`config.mk`:
```
export PLATFORM = sky130hd
export DESIGN_NAME = idc_frame_packer
export DESIGN_NICKNAME = d
export VERILOG_FILES = /design/src/rtl/idc_pkg.sv /design/src/rtl/idc_frame_bank.sv /design/src/rtl/idc_frame_packer.sv
export SDC_FILE = /design/constraint.sdc
export NUM_CORES = 1
export LEC_CHECK = 0
export ABC_AREA = 0
export CORE_ASPECT_RATIO = 1.2
export CORE_MARGIN = 8
export CORE_UTILIZATION = 55
export CTS_CLUSTER_DIAMETER = 80
export DETAILED_ROUTE_END_ITERATION = 10
export PLACE_DENSITY = 0.8
export SLEW_MARGIN = 30
export SYNTH_ARGS = -nofsm -noshare
export SYNTH_HDL_FRONTEND = slang
export SYNTH_HIERARCHICAL = 1
export SYNTH_SLANG_ARGS = --single-unit
```
`constraint.sdc`:
```
create_clock -name clk -period 7.5 [get_ports clk]
set_input_delay 1.5 -clock clk [delete_from_list [all_inputs] [get_ports clk]]
set_output_delay 1.5 -clock clk [all_outputs]
set_load 0.05 [all_outputs]
```
`src/rtl/idc_pkg.sv`:
```
// Shared constants and types for the IDC frame packer: pixel, row-word and frame-sum widths.
package idc_pkg;

    localparam int PIX_W     = 7;
    localparam int FRAME_PIX = 16;
    localparam int ROW_PIX   = 4;
    localparam int ROW_W     = PIX_W * ROW_PIX;
    localparam int SUM_W     = 11;
    localparam int IDX_W     = $clog2(FRAME_PIX);
    localparam int ROW_IDX_W = $clog2(FRAME_PIX / ROW_PIX);

    typedef logic [PIX_W-1:0]     pix_t;
    typedef logic [ROW_W-1:0]     row_t;
    typedef logic [SUM_W-1:0]     sum_t;
    typedef logic [IDX_W-1:0]     pix_idx_t;
    typedef logic [ROW_IDX_W-1:0] row_idx_t;

    localparam pix_idx_t LAST_PIX = pix_idx_t'(FRAME_PIX - 1);
    localparam row_idx_t LAST_ROW = row_idx_t'(FRAME_PIX / ROW_PIX - 1);

endpackage

```
`src/rtl/idc_frame_bank.sv`:
```
// One frame buffer: 16 pixel registers, running pixel sum, full flag and a row read mux.
module idc_frame_bank
    import idc_pkg::*;
(
    input  logic     clk,
    input  logic     rst,
    input  logic     wr_en_i,
    input  pix_idx_t wr_idx_i,
    input  pix_t     wr_data_i,
    input  logic     set_full_i,
    input  logic     clr_full_i,
    input  row_idx_t rd_row_i,
    output row_t     rd_data_o,
    output sum_t     sum_o,
    output logic     full_o
);

    pix_t mem_q [FRAME_PIX];
    sum_t sum_q;
    logic full_q;

    always_ff @(posedge clk or posedge rst) begin
        if (rst) begin
            for (int i = 0; i < FRAME_PIX; i++) begin
                mem_q[i] <= '0;
            end
            sum_q  <= '0;
            full_q <= 1'b0;
        end else begin
            if (wr_en_i) begin
                mem_q[wr_idx_i] <= wr_data_i;
                // Pixel 0 restarts the sum, so no explicit clear is needed on free.
                sum_q <= (wr_idx_i == '0) ? sum_t'(wr_data_i) : sum_q + sum_t'(wr_data_i);
            end
            if (set_full_i) begin
                full_q <= 1'b1;
            end else if (clr_full_i) begin
                full_q <= 1'b0;
            end
        end
    end

    always_comb begin
        rd_data_o = '0;
        for (int k = 0; k < ROW_PIX; k++) begin
            rd_data_o[k*PIX_W +: PIX_W] = mem_q[{rd_row_i, 2'(k)}];
        end
    end

    assign sum_o  = sum_q;
    assign full_o = full_q;

endmodule

```
`src/rtl/idc_frame_packer.sv`:
```
// Captures 16-pixel IDC frames into a ping-pong buffer and replays them as four row words
// with the frame sum; a frame arriving while its target bank is still full is dropped.
module idc_frame_packer
    import idc_pkg::*;
(
    input  logic             clk,
    input  logic             rst,
    input  logic             in_valid,
    input  logic [PIX_W-1:0] in_data,
    output logic             m_valid,
    input  logic             m_ready,
    output logic [ROW_W-1:0] m_data,
    output logic             m_last,
    output logic [SUM_W-1:0] m_sum,
    output logic             overflow
);

    pix_idx_t pix_cnt_q, pix_cnt_d;
    row_idx_t rd_row_q, rd_row_d;
    logic     drop_q, drop_d;
    logic     wr_bank_q, wr_bank_d;
    logic     rd_bank_q, rd_bank_d;
    logic     m_valid_q, m_valid_d;
    logic     overflow_q, overflow_d;

    logic [1:0] full, full_nxt, wr_en, set_full, clr_full;
    logic       frame_drop, fire, fire_last;
    row_t       rd_data [2];
    sum_t       bank_sum [2];

    for (genvar b = 0; b < 2; b++) begin : g_bank
        idc_frame_bank u_bank (
            .clk        (clk),
            .rst        (rst),
            .wr_en_i    (wr_en[b]),
            .wr_idx_i   (pix_cnt_q),
            .wr_data_i  (in_data),
            .set_full_i (set_full[b]),
            .clr_full_i (clr_full[b]),
            .rd_row_i   (rd_row_q),
            .rd_data_o  (rd_data[b]),
            .sum_o      (bank_sum[b]),
            .full_o     (full[b])
        );
    end

    always_comb begin
        pix_cnt_d  = pix_cnt_q;
        rd_row_d   = rd_row_q;
        drop_d     = drop_q;
        wr_bank_d  = wr_bank_q;
        rd_bank_d  = rd_bank_q;
        overflow_d = overflow_q;
        wr_en      = '0;
        set_full   = '0;
        clr_full   = '0;

        // The drop decision is latched at pixel 0 and held for the whole frame.
        frame_drop = (pix_cnt_q == '0) ? full[wr_bank_q] : drop_q;
        fire       = m_valid_q && m_ready;
        fire_last  = fire && (rd_row_q == LAST_ROW);

        if (in_valid) begin
            pix_cnt_d = pix_cnt_q + pix_idx_t'(1);
            drop_d    = frame_drop;
            if (!frame_drop) begin
                wr_en[wr_bank_q] = 1'b1;
            end else if (pix_cnt_q == '0) begin
                overflow_d = 1'b1;
            end
            if (pix_cnt_q == LAST_PIX) begin
                pix_cnt_d = '0;
                if (!frame_drop) begin
                    set_full[wr_bank_q] = 1'b1;
                    wr_bank_d           = ~wr_bank_q;
                end
            end
        end

        if (fire) begin
            rd_row_d = rd_row_q + row_idx_t'(1);
        end
        if (fire_last) begin
            clr_full[rd_bank_q] = 1'b1;
            rd_bank_d           = ~rd_bank_q;
        end

        // Look ahead at next-cycle bank state so valid appears one cycle after capture.
        full_nxt  = (full & ~clr_full) | set_full;
        m_valid_d = full_nxt[rd_bank_d];
    end

    always_ff @(posedge clk or posedge rst) begin
        if (rst) begin
            pix_cnt_q  <= '0;
            rd_row_q   <= '0;
            drop_q     <= 1'b0;
            wr_bank_q  <= 1'b0;
            rd_bank_q  <= 1'b0;
            m_valid_q  <= 1'b0;
            overflow_q <= 1'b0;
        end else begin
            pix_cnt_q  <= pix_cnt_d;
            rd_row_q   <= rd_row_d;
            drop_q     <= drop_d;
            wr_bank_q  <= wr_bank_d;
            rd_bank_q  <= rd_bank_d;
            m_valid_q  <= m_valid_d;
            overflow_q <= overflow_d;
        end
    end

    assign m_valid  = m_valid_q;
    assign m_data   = m_valid_q ? rd_data[rd_bank_q] : '0;
    assign m_last   = m_valid_q && (rd_row_q == LAST_ROW);
    assign m_sum    = m_valid_q ? bank_sum[rd_bank_q] : '0;
    assign overflow = overflow_q;

endmodule
```
======== Word-level counts from Yosys, hierarchy flattened ========
Cells that the tools add are included.
operators by class
  multiplexer cells ....................... 58
  equal/unequal tests ..................... 2
  add/subtract/negate cells ............... 4
  magnitude comparators ................... 12
  reductions and logical operators ........ 11
  bitwise logic cells ..................... 12
operators by type and width
  kind                                                                   count
  7-bit binary-select mux with 4-bit select                              8
  112-bit bitwise mux                                                    2
  7-bit 2-to-1 mux                                                       17
  28-bit 2-to-1 mux                                                      4
  11-bit 2-to-1 mux                                                      6
  7-bit demux with 4-bit select                                          1
  5-bit >= comparator (second input constant)                            5
  4-bit inverter with 5-bit output                                       5
  11-bit by 7-bit adder with 11-bit output                               2
  1-bit 2-to-1 mux                                                       12
  2-bit 2-to-1 mux                                                       5
  1-bit logical AND                                                      6
  1-bit by 2-bit < comparator with 1-bit output (second input constant)  3
  3-bit AND reduction                                                    2
  5-bit by 1-bit < comparator with 1-bit output (second input constant)  1
  4-bit by 1-bit adder with 4-bit output (second input constant)         1
  4-bit equality test (second input constant)                            1
  4-bit zero test                                                        1
  4-bit 2-to-1 mux                                                       1
  2-bit nonzero test                                                     2
  1-bit inverter                                                         3
  2-bit by 1-bit adder with 2-bit output (second input constant)         1
  2-bit bitwise AND                                                      1
  1-bit demux with 1-bit select                                          2
  6 further kinds                                                        7
word-level totals
  input bits .............................. 11
  bits in registers ....................... 259
  output and inout port bits .............. 42
  word-level logic and storage cells ...... 142

======== Logic depth before layout (Yosys ltp) ========
  depth in word-level cells ............... 10
  mapped depth ............................ 11
  depth with buffers taken out ............ 10

======== Modules after synthesis ========
The synthesis kept the hierarchy.
modules (own cells, without submodules)
  module            cells an instance  times used  area an instance (um^2)  seq. area each (um^2)
  idc_frame_bank    407                2           5818.1                   3103.0
  idc_frame_packer  145                1           1288.7                   275.3

======== Worst setup path before layout ========
OpenSTA, ideal clock, no wires.
  path kind ............................... reg-to-output
  from .................................... register rd_row_q[1]
  to ...................................... output port m_data[0]
  arrival ................................. 1933 ps
  data required time ...................... 6000 ps
  buffers on the path ..................... 2
  slack ................................... 4067 ps
  stages on the path, launching flop included .. 6
  cells stage by stage .................... dfrtp_1 > clkbuf_2 > buf_1 > mux4_2 > mux2i_1 > nor2b_1
RTL lines
  item                      line                     source
  start: declaration        idc_frame_packer.sv:19   row_idx_t rd_row_q, rd_row_d;
  start signal: assignment  idc_frame_packer.sv:104  rd_row_q <= rd_row_d;
  end: declaration          idc_frame_packer.sv:12   output logic [ROW_W-1:0] m_data,

==> flow_summary.yaml <==
outcome:
  outcome: "finished clean"
global_routing:
  antenna_found_initial: 0
  grt_pass1_wl_mm: 47.75
  first_global_vias: 8283
  grt_overflow: 0
  gr-usage-all-layers_pct: 21.31
  grt_max_degree: 69
cells_and_area:
  layout_common_cells: "dfrtp_1 (255), mux2_2 (178), nand2_1 (79), mux4_2 (56), clkdlybuf4s50_1 (51)"
  seq_area_mm2: 0.006489
  final_common_cell: "dfrtp_1"
  multiInputGateArea_mm2: 0.006052
  syn_to_final_growth_pct: 12.59
  stdcell_count: 1338
  utilization_pct: 62.93
  diodes: 0
  nFillCells: 1720
  fin_nets: 1034
  drive_gt1_share_pct: 34.21
drt:
  dr.first_iter.drc_count: 573
  first_pass_iters: 4
  wirelength_mm: 29.99
  drc: 0
  via_per_inst: 6.044
  ant_nets: 0
  dr_total_vias: 8087
  wl_per_cell_um: 22.42
worst_setup_path:
  start_kind: "register"
  worstPathCellList: "buf_4, mux4_2, mux2i_1, nor2b_1, clkdlybuf4s50_1"
  setup.worst_path.end_class: "output port"
  crit_path_top_delay_cell: "dfrtp_4"
  crit_required_ns: 6.00
  cpPeakStageDelay_ns: 0.96
  crit_arrival_ns: 3.63
  critPathMaxFanout: 38
  worstSetupPathType: "register to output port"
floorplan:
  die_w_um: 155.9
  die_area_mm2: 0.02868
  fp.dieH_um: 183.9
  start_util_pct: 55.89
  core_area_mm2: 0.02313
  ios: 53
  num_rows: 61
place:
  gp_congestion: 0.8463
  dp.final_hpwl_mm: 19.15
  numPortBuffers: 52
  dpl.cell_count: 1288
logic_synthesis:
  synth_cell_type_count: 42
  synth-edff-count: 0
  synth_flop_cell: "dfrtp_1"
  ys_seq_area_share_pct: 50.15
  postSynth.asyncResetShare_pct: 100.0
  synthCells: 959
  syn-cell-area_mm2: 0.01292
  ys_warn_count: 6
  ys_ff_latch: 259
  avgSynthCellArea_um2: 13.48
  synthesis.nets: 991
min_path:
  min_path_type: "register to register"
sta:
  finalClockSkew_ns: 0.01536
  period_minus_slack_ns: 5.133
  tns_ns: 0
  setup_viol: 0
  rsz0062_at_grt: "false"
  fin_crit_sh_pct: 68.45
  fmax_mhz: 194.8
  tightest_slew_ns: 0.8780
  slew_viol_final: 0
  slew_headroom_pct: 41.15
  hold_viol: 0
clock_tree:
  cts_buffer_depth: 3
  clkSinkCount: 259
  postCtsSetupRepairBufs: 0
  cts_tree: "yes"
  insertion_delay_ns: 0.54
  cts_inserted_buffers: 27
  cts-resized-gates: 0
  clk_pin_slew_worst_paths_ns: 0.06
  ctsHoldBuffers: 0
  cts.htree.levels: 1
  clock_tree.root_cell: "clkbuf_16"
power_and_ir_drop:
  cellPowerDensity_mw_per_mm2: 377.2
  ir_worst_vdd_mv: 0.2455
  p_leak_nw: 6.857
run:
  maxCapViolations: 0
==> path summary, 6_finish.rpt <==
path                            slack, ns  depth (start not counted)                          to          from
worst max-delay path                 2.37                          5                  m_data[27]   rd_row_q[0]
worst min-delay path                 0.47                          1                    overflow      overflow
worst max register to register       4.10                          9  g_bank[1].u_bank/mem_q[12]  pix_cnt_q[0]
worst min register to register       0.47                          1                    overflow      overflow
max in group asynchronous            4.61                          3  g_bank[0].u_bank/mem_q[11]           rst
min in group asynchronous            1.44                          2                pix_cnt_q[2]           rst
==> routing by layer <==
layer / routed length (um) / part of all wire [%] / track usage [%]
met5: 0 / 0 / 0
met4: 775 / 2.6 / 6.765
met3: 1757 / 5.9 / 2.611
met2: 14540 / 48 / 34.60
met1: 12920 / 43 / 29.47
==> registers in the layout, indices dropped and copies added, names as in the netlist <==
name,cells
g_bank.u_bank/sum_o,22
g_bank.u_bank/full_o,2
overflow,1
wr_bank_q,1
rd_row_q,2
rd_bank_q,1
pix_cnt_q,4
g_bank.u_bank/mem_q,224
drop_q,1
m_valid,1
==> cells by family (layout without fill, tap and decap cells) <==
| logic type | count (synthesis) | in the layout | synth area share, % |
|---|---|---|---|
| compound gates | 72 | 72 | 3.669 |
| xor+xnor | 16 | 16 | 1.084 |
| fa+ha+maj | 21 | 21 | 2.149 |
| buf+inv | 84 | 148 | 3.146 |
| flops | 259 | 259 | 50.15 |
| mux | 297 | 297 | 31.07 |
| simple gates | 210 | 210 | 8.732 |
==> layout make-up <==
class / instances / area share (%)
flip-flops and latches: 259 / 44.59
multi-input cells: 616 / 41.59
clock buffers: 44 / 5.563
repair buffers: 66 / 4.290
well taps: 315 / 2.708
inverters: 32 / 0.8598
clock inverters: 6 / 0.4041
==> Yosys cell counts (19+ instances only) <==
cell type | n | area share [%]
nor2_2 | 20 | 0.97
ha_1 | 19 | 1.8
mux4_2 | 56 | 9.8
clkbuf_1 | 21 | 0.61
mux2_4 | 24 | 2.8
mux2_2 | 178 | 16
inv_1 | 32 | 0.93
mux2i_1 | 39 | 3.0
dfrtp_1 | 259 | 50
nor2b_1 | 44 | 2.1
o21ai_0 | 23 | 0.89
nand2_1 | 79 | 2.3
nor2_1 | 20 | 0.58
==> through the flow <==
step / power (W) / instance area (um^2) / setup slack [ns] / hold slack (ns)
CTS: 0.005515 / 14550 / 2.299 / 0.4696
finish: 0.005489 / 14550 / 2.367 / 0.4659
global route: 0.005776 / 14550 / 2.131 / 0.4903
detailed placement: 0.004181 / 13680 / 2.863 / 0.4574
floorplan: 0.003711 / 12920 / 2.701 / 0.4412
global placement: 0.004099 / 13680 / 2.865 / 0.4506
==> power by group <==
group	internal (W)	total [W]	switching [W]	leakage, nW
clock	0.000769	0.00131	0.000540	0.429
combinational	0.00100	0.00179	0.000788	3.03
sequential	0.00193	0.00239	0.000459	3.40
==> critical path: cells and delay by family, from the launching register on <==
kind,cells,cell delay [ns]
buf+inv,2,1.21
simple gates,1,0.11
mux,2,0.80
flops,1,0.96
Power figures use the tool's default switching activity.
==> edit 1: new RTL, config.mk and constraints unchanged <==
Put one more register stage on the output `overflow`. The value now appears one clock later. The other outputs are not delayed to match.
--- a/src/rtl/idc_frame_packer.sv
+++ b/src/rtl/idc_frame_packer.sv
@@ -114,6 +114,8 @@
     assign m_data   = m_valid_q ? rd_data[rd_bank_q] : '0;
     assign m_last   = m_valid_q && (rd_row_q == LAST_ROW);
     assign m_sum    = m_valid_q ? bank_sum[rd_bank_q] : '0;
-    assign overflow = overflow_q;
+    always_ff @(posedge clk) begin
+        overflow <= overflow_q;
+    end
 
 endmodule
Formal check against the unedited RTL: same outputs for any inputs over 4 cycles, from zero or initial values and one cycle with rst high; that may be too few to reach the edited logic, so the function may still have changed.
==> edit 1 against the unedited design <==
Sequential cell count grew 1; area after synthesis grew 0.15%; routed wire length shrank 0.97%; synthesized cell count grew 0.10%; design area grew 0.39%; setup slack gained 62 ps; global-route usage grew 0.063 points; total power grew 0.57%; largest cell class unchanged; highest routed layer unchanged.
==> edit 1: results (changes against the unedited design) <==
top_layer: "met4"  # unchanged
use_met2: 0.3606  # was 0.3460
synth_sequential_area_ratio: 0.5022  # was 0.5015
nonClkBufAreaFrac: 0.04428  # was 0.04290
clockNetworkAreaShare: 0.06055  # was 0.05967
num_vias: 7972  # was 8087
max_stage_delay_ps: 910  # was 960 ps
wl_met2_microns: 14840  # was 14540 microns
drtIter0Drc: 552  # was 573
grt_max_degree: 73  # was 69
diodes: 1  # was 0
multiInputGateArea_sq_mm: 0.006047  # was 0.006052 sq mm
synth-async-reset-ratio: 0.9962  # was 1.000
drive_gt1_frac: 0.3447  # was 0.3421
track_usage: 0.2138  # was 0.2131
path_clk_slew_ps: 60  # about the same
nets: 1036  # was 1034
slew_headroom: 0.4377  # was 0.4115
ir_drop_uv: 228.9  # was 245.5 uV
wl_per_cell_microns: 22.17  # was 22.42 microns
top_register: "g_bank.u_bank/mem_q"  # unchanged
gp_congestion: 0.8578  # was 0.8463
numPortBuffers: 52  # unchanged
power_leakage_uw: 0.006887  # was 0.006857 uW
slowest_stage: "dfrtp_2"  # was dfrtp_4
worstHoldPathType: "flip-flop to flip-flop"  # unchanged
non_clock_buffer_count: 67  # was 66
core_sq_mm: 0.02313  # unchanged
use_met1: 0.2820  # was 0.2947
cts_max_level: 1  # unchanged
syn-num-nets: 992  # was 991
cts.sinks: 260  # was 259
finClkSkew_ps: 7.923  # was 15.36 ps
synth_xor_area_frac: 0.01083  # was 0.01084
use_met3: 0.03269  # was 0.02611
wl_met1_microns: 12670  # was 12920 microns
clock_buffers: 43  # was 44
cp_data_arrival_time_ps: 3570  # was 3630 ps
synth_area_leaders: "dfrtp_1 (50%), mux2_2 (15%), mux4_2 (9.7%)"  # was dfrtp_1 (50%), mux2_2 (16%), mux4_2 (9.8%)
path_max_fanout: 30  # was 38
grt_pass1_wl_microns: 47640  # was 47750 microns
wl_met3_microns: 1551  # was 1757 microns
synth_compound_area_frac: 0.03663  # was 0.03669
synth.distinct_cells: 43  # was 42
power_density_mw_per_mm2: 377.9  # was 377.2 mW/mm^2
postCtsSetupRepairBufs: 0  # unchanged
synthMuxAreaShare: 0.3103  # was 0.3107
status: "completed"  # unchanged
dpl.hpwl_microns: 19310  # was 19150 microns
drt-pass1-iter-count: 5  # was 4
placed_area_sq_mm: 0.01370  # was 0.01368 sq mm
seq_share: 0.4455  # was 0.4459
cts_buffers: 27  # unchanged
n_fill_cell: 1710  # was 1720
first_global_vias: 8343  # was 8283
synth_fa_ha_area_frac: 0.02146  # was 0.02149
-- edit 1: cell count changes after synthesis --
cell,before,now
dfxtp_1,0,1
-- edit 1: worst paths after layout --
path                              start                          to  slack [ps]  cells after the start
max reg2reg                pix_cnt_q[0]  g_bank[1].u_bank/mem_q[16]        4190                      9
max                         rd_row_q[1]                  m_data[19]        2430                      5
min                          overflow_q                    overflow         370                      0
max in group asynchronous           rst  g_bank[0].u_bank/mem_q[57]        4630                      3
min in group asynchronous           rst                   wr_bank_q        1450                      2
min reg2reg                  overflow_q                    overflow         370                      0
-- edit 1: report_power, final --
group | leakage [uW] | internal, uW | switching, uW | total [uW]
registers | 0.00340 | 1940 | 422 | 2360
logic | 0.00304 | 1010 | 830 | 1840
clock network | 0.000440 | 785 | 532 | 1320
-- edit 1: through the flow --
stage | setup WS, ps | instances
final | 2428 | 1340
after global routing | 2317 | 1339
after CTS | 2259 | 1338
after detailed placement | 2843 | 1289
after global placement | 2850 | 1289
after floorplan | 2701 | 960
==> edit 2: new RTL, same settings <==
Made on the original files. The package constant `FRAME_PIX` goes from 16 to 32.
--- a/src/rtl/idc_pkg.sv
+++ b/src/rtl/idc_pkg.sv
@@ -2,7 +2,7 @@
 package idc_pkg;
 
     localparam int PIX_W     = 7;
-    localparam int FRAME_PIX = 16;
+    localparam int FRAME_PIX = 32;
     localparam int ROW_PIX   = 4;
     localparam int ROW_W     = PIX_W * ROW_PIX;
     localparam int SUM_W     = 11;
Behaviour: same outputs for any inputs over 4 cycles, from zero or initial values and one cycle with rst high; that may be too few to reach the edited logic, so the function may still have changed.
==> edit 2 against the unedited design <==
Total power rose by 65%; critical path depth rose by 1; first-iteration DRC count rose by 69%; sequential cell count rose by 226; area after synthesis rose by 83%; sequential power rose by 69%; utilization fell by 1.7 points; design area rose by 79%; routed wire length rose by 86%; die area rose by 74%; clock skew fell by 0.74 ps; combinational power rose by 47%; sequential share of layout area rose by 2.0 points; setup slack got worse by 420 ps; critical endpoint is now m_data[19]; largest cell class unchanged; highest routed layer unchanged.
==> edit 2: results (changes against the unedited design) <==
status: "completed"  # unchanged
path_clk_slew_ps: 60  # about the same
gp_congestion: 0.8458  # was 0.8463
synth_sequential_area_ratio: 0.5140  # was 0.5015
ir_drop_uv: 188.4  # was 245.5 uV
timing.rr.start: "pix_cnt_q[0]"  # unchanged
finClkSkew_ps: 14.62  # was 15.36 ps
min_to: "g_bank[0].u_bank/mem_q[190]"  # was overflow
drt-pass1-iter-count: 5  # was 4
r2r-end: "g_bank[1].u_bank/mem_q[28]"  # was g_bank[1].u_bank/mem_q[12]
r2r_slack_ps: 3360  # was 4100 ps
wl_per_cell_microns: 24.65  # was 22.42 microns
avgViaCountPerCell: 6.222  # was 6.044
r2r.worst_path.cells: 8  # was 9
drive_gt1_frac: 0.4244  # was 0.3421
grt_pass1_wl_microns: 89210  # was 47750 microns
syn-num-nets: 1685  # was 991
worst_pin_slew_ps: 1038  # was 878.0 ps
n_fill_cell: 3092  # was 1720
path_max_fanout: 41  # was 38
top_register: "g_bank.u_bank/mem_q"  # unchanged
largest_reg_flops: 448  # was 224
cap_violations: 0  # unchanged
synth-async-reset-ratio: 1.000  # unchanged
synth.distinct_cells: 52  # was 42
synth_area_leaders: "dfrtp_1 (51%), mux2_2 (21%), mux4_2 (11%)"  # was dfrtp_1 (50%), mux2_2 (16%), mux4_2 (9.8%)
yosys-top-cells-count: "dfrtp_1 (485), mux2_2 (450), nand2_1 (132), mux4_2 (112), clkbuf_1 (58)"  # was dfrtp_1 (259), mux2_2 (178), nand2_1 (79), mux4_2 (56), nor2b_1 (44)
worstHoldPathType: "flip-flop to flip-flop"  # unchanged
first_global_vias: 15240  # was 8283
min_delay_path_depth: 2  # was 1
cts_buffers: 47  # was 27
cts_max_level: 2  # was 1
cts_buffer_depth: 3  # unchanged
power_leakage_uw: 0.01227  # was 0.006857 uW
antenna_found_initial: 0  # unchanged
drtIter0Drc: 967  # was 573
insertion_delay_ps: 560  # was 540 ps
dpl.hpwl_microns: 35410  # was 19150 microns
track_usage: 0.2281  # was 0.2131
postCtsSetupRepairBufs: 0  # unchanged
grt_max_degree: 138  # was 69
holdCritStartpoint: "g_bank[0].u_bank/mem_q[190]"  # was overflow
edit 2: worst max path at each step:
stage                 from                       to  slack (ps)  depth (start not counted)
6_report       rd_row_q[1]               m_data[19]        1950                          6
5_1_grt        rd_row_q[1]               m_data[27]        1730                          6
4_1_cts        rd_row_q[1]               m_data[19]        1880                          6
3_5_place_dp   rd_row_q[1]               m_data[19]        2490                          6
3_3_place_gp   rd_row_q[1]               m_data[19]        2480                          6
2_1_floorplan          rst  g_bank[0].u_bank/full_o        2910                          1
edit 2: area by class of cell:
| type | count | area, sq um | area share |
|---|---|---|---|
| Sequential cell | 485 | 12150 | 0.4658 |
| Multi-Input combinational cell | 1032 | 10850 | 0.4161 |
| Clock buffer | 71 | 1419 | 0.05441 |
| Timing Repair Buffer | 74 | 708.2 | 0.02716 |
| Tap cell | 552 | 690.7 | 0.02649 |
| Clock inverter | 12 | 135.1 | 0.005182 |
| Inverter | 32 | 127.6 | 0.004894 |
edit 2: cell families after synthesis:
| kind of cell | Yosys count | synth area share |
|---|---|---|
| simple gates | 285 | 0.06989 |
| buf+inv | 134 | 0.02655 |
| fa+ha+maj | 23 | 0.01282 |
| mux | 619 | 0.3463 |
| xor+xnor | 12 | 0.004451 |
| flops | 485 | 0.5140 |
| compound gates | 93 | 0.02596 |
edit 2: routing by layer:
layer	part of all wire	global-route usage	wire [microns]
met1	0.41	0.2974	22810
met5	0	0	0
met4	0.030	0.07830	1662
met3	0.049	0.03878	2721
met2	0.51	0.3816	28470
edit 2: critical path, stage by stage, from the launching register on:
cell	delay [ps]
dfrtp_4	910
buf_4	610
mux4_2	560
mux2_2	280
mux2i_1	300
nor2b_1	90
clkdlybuf4s50_1	720
edit 2: report_power, final:
part | switching, uW | internal, uW
registers | 614 | 3440
logic | 1170 | 1450
clock network | 974 | 1400
edit 2: stage by stage:
stage	worst slack, ps	cell area (sq um)	util	hold slack (ps)	cells
after floorplan	2908	23620	-	441.2	1651
after global placement	2478	24490	0.5753	456.2	2174
after detailed placement	2490	24500	0.5754	466.3	2174
after CTS	1883	26050	0.6119	480.3	2257
after global routing	1734	26080	0.6124	511.6	2258
final	1950	26080	0.6124	484.0	2258
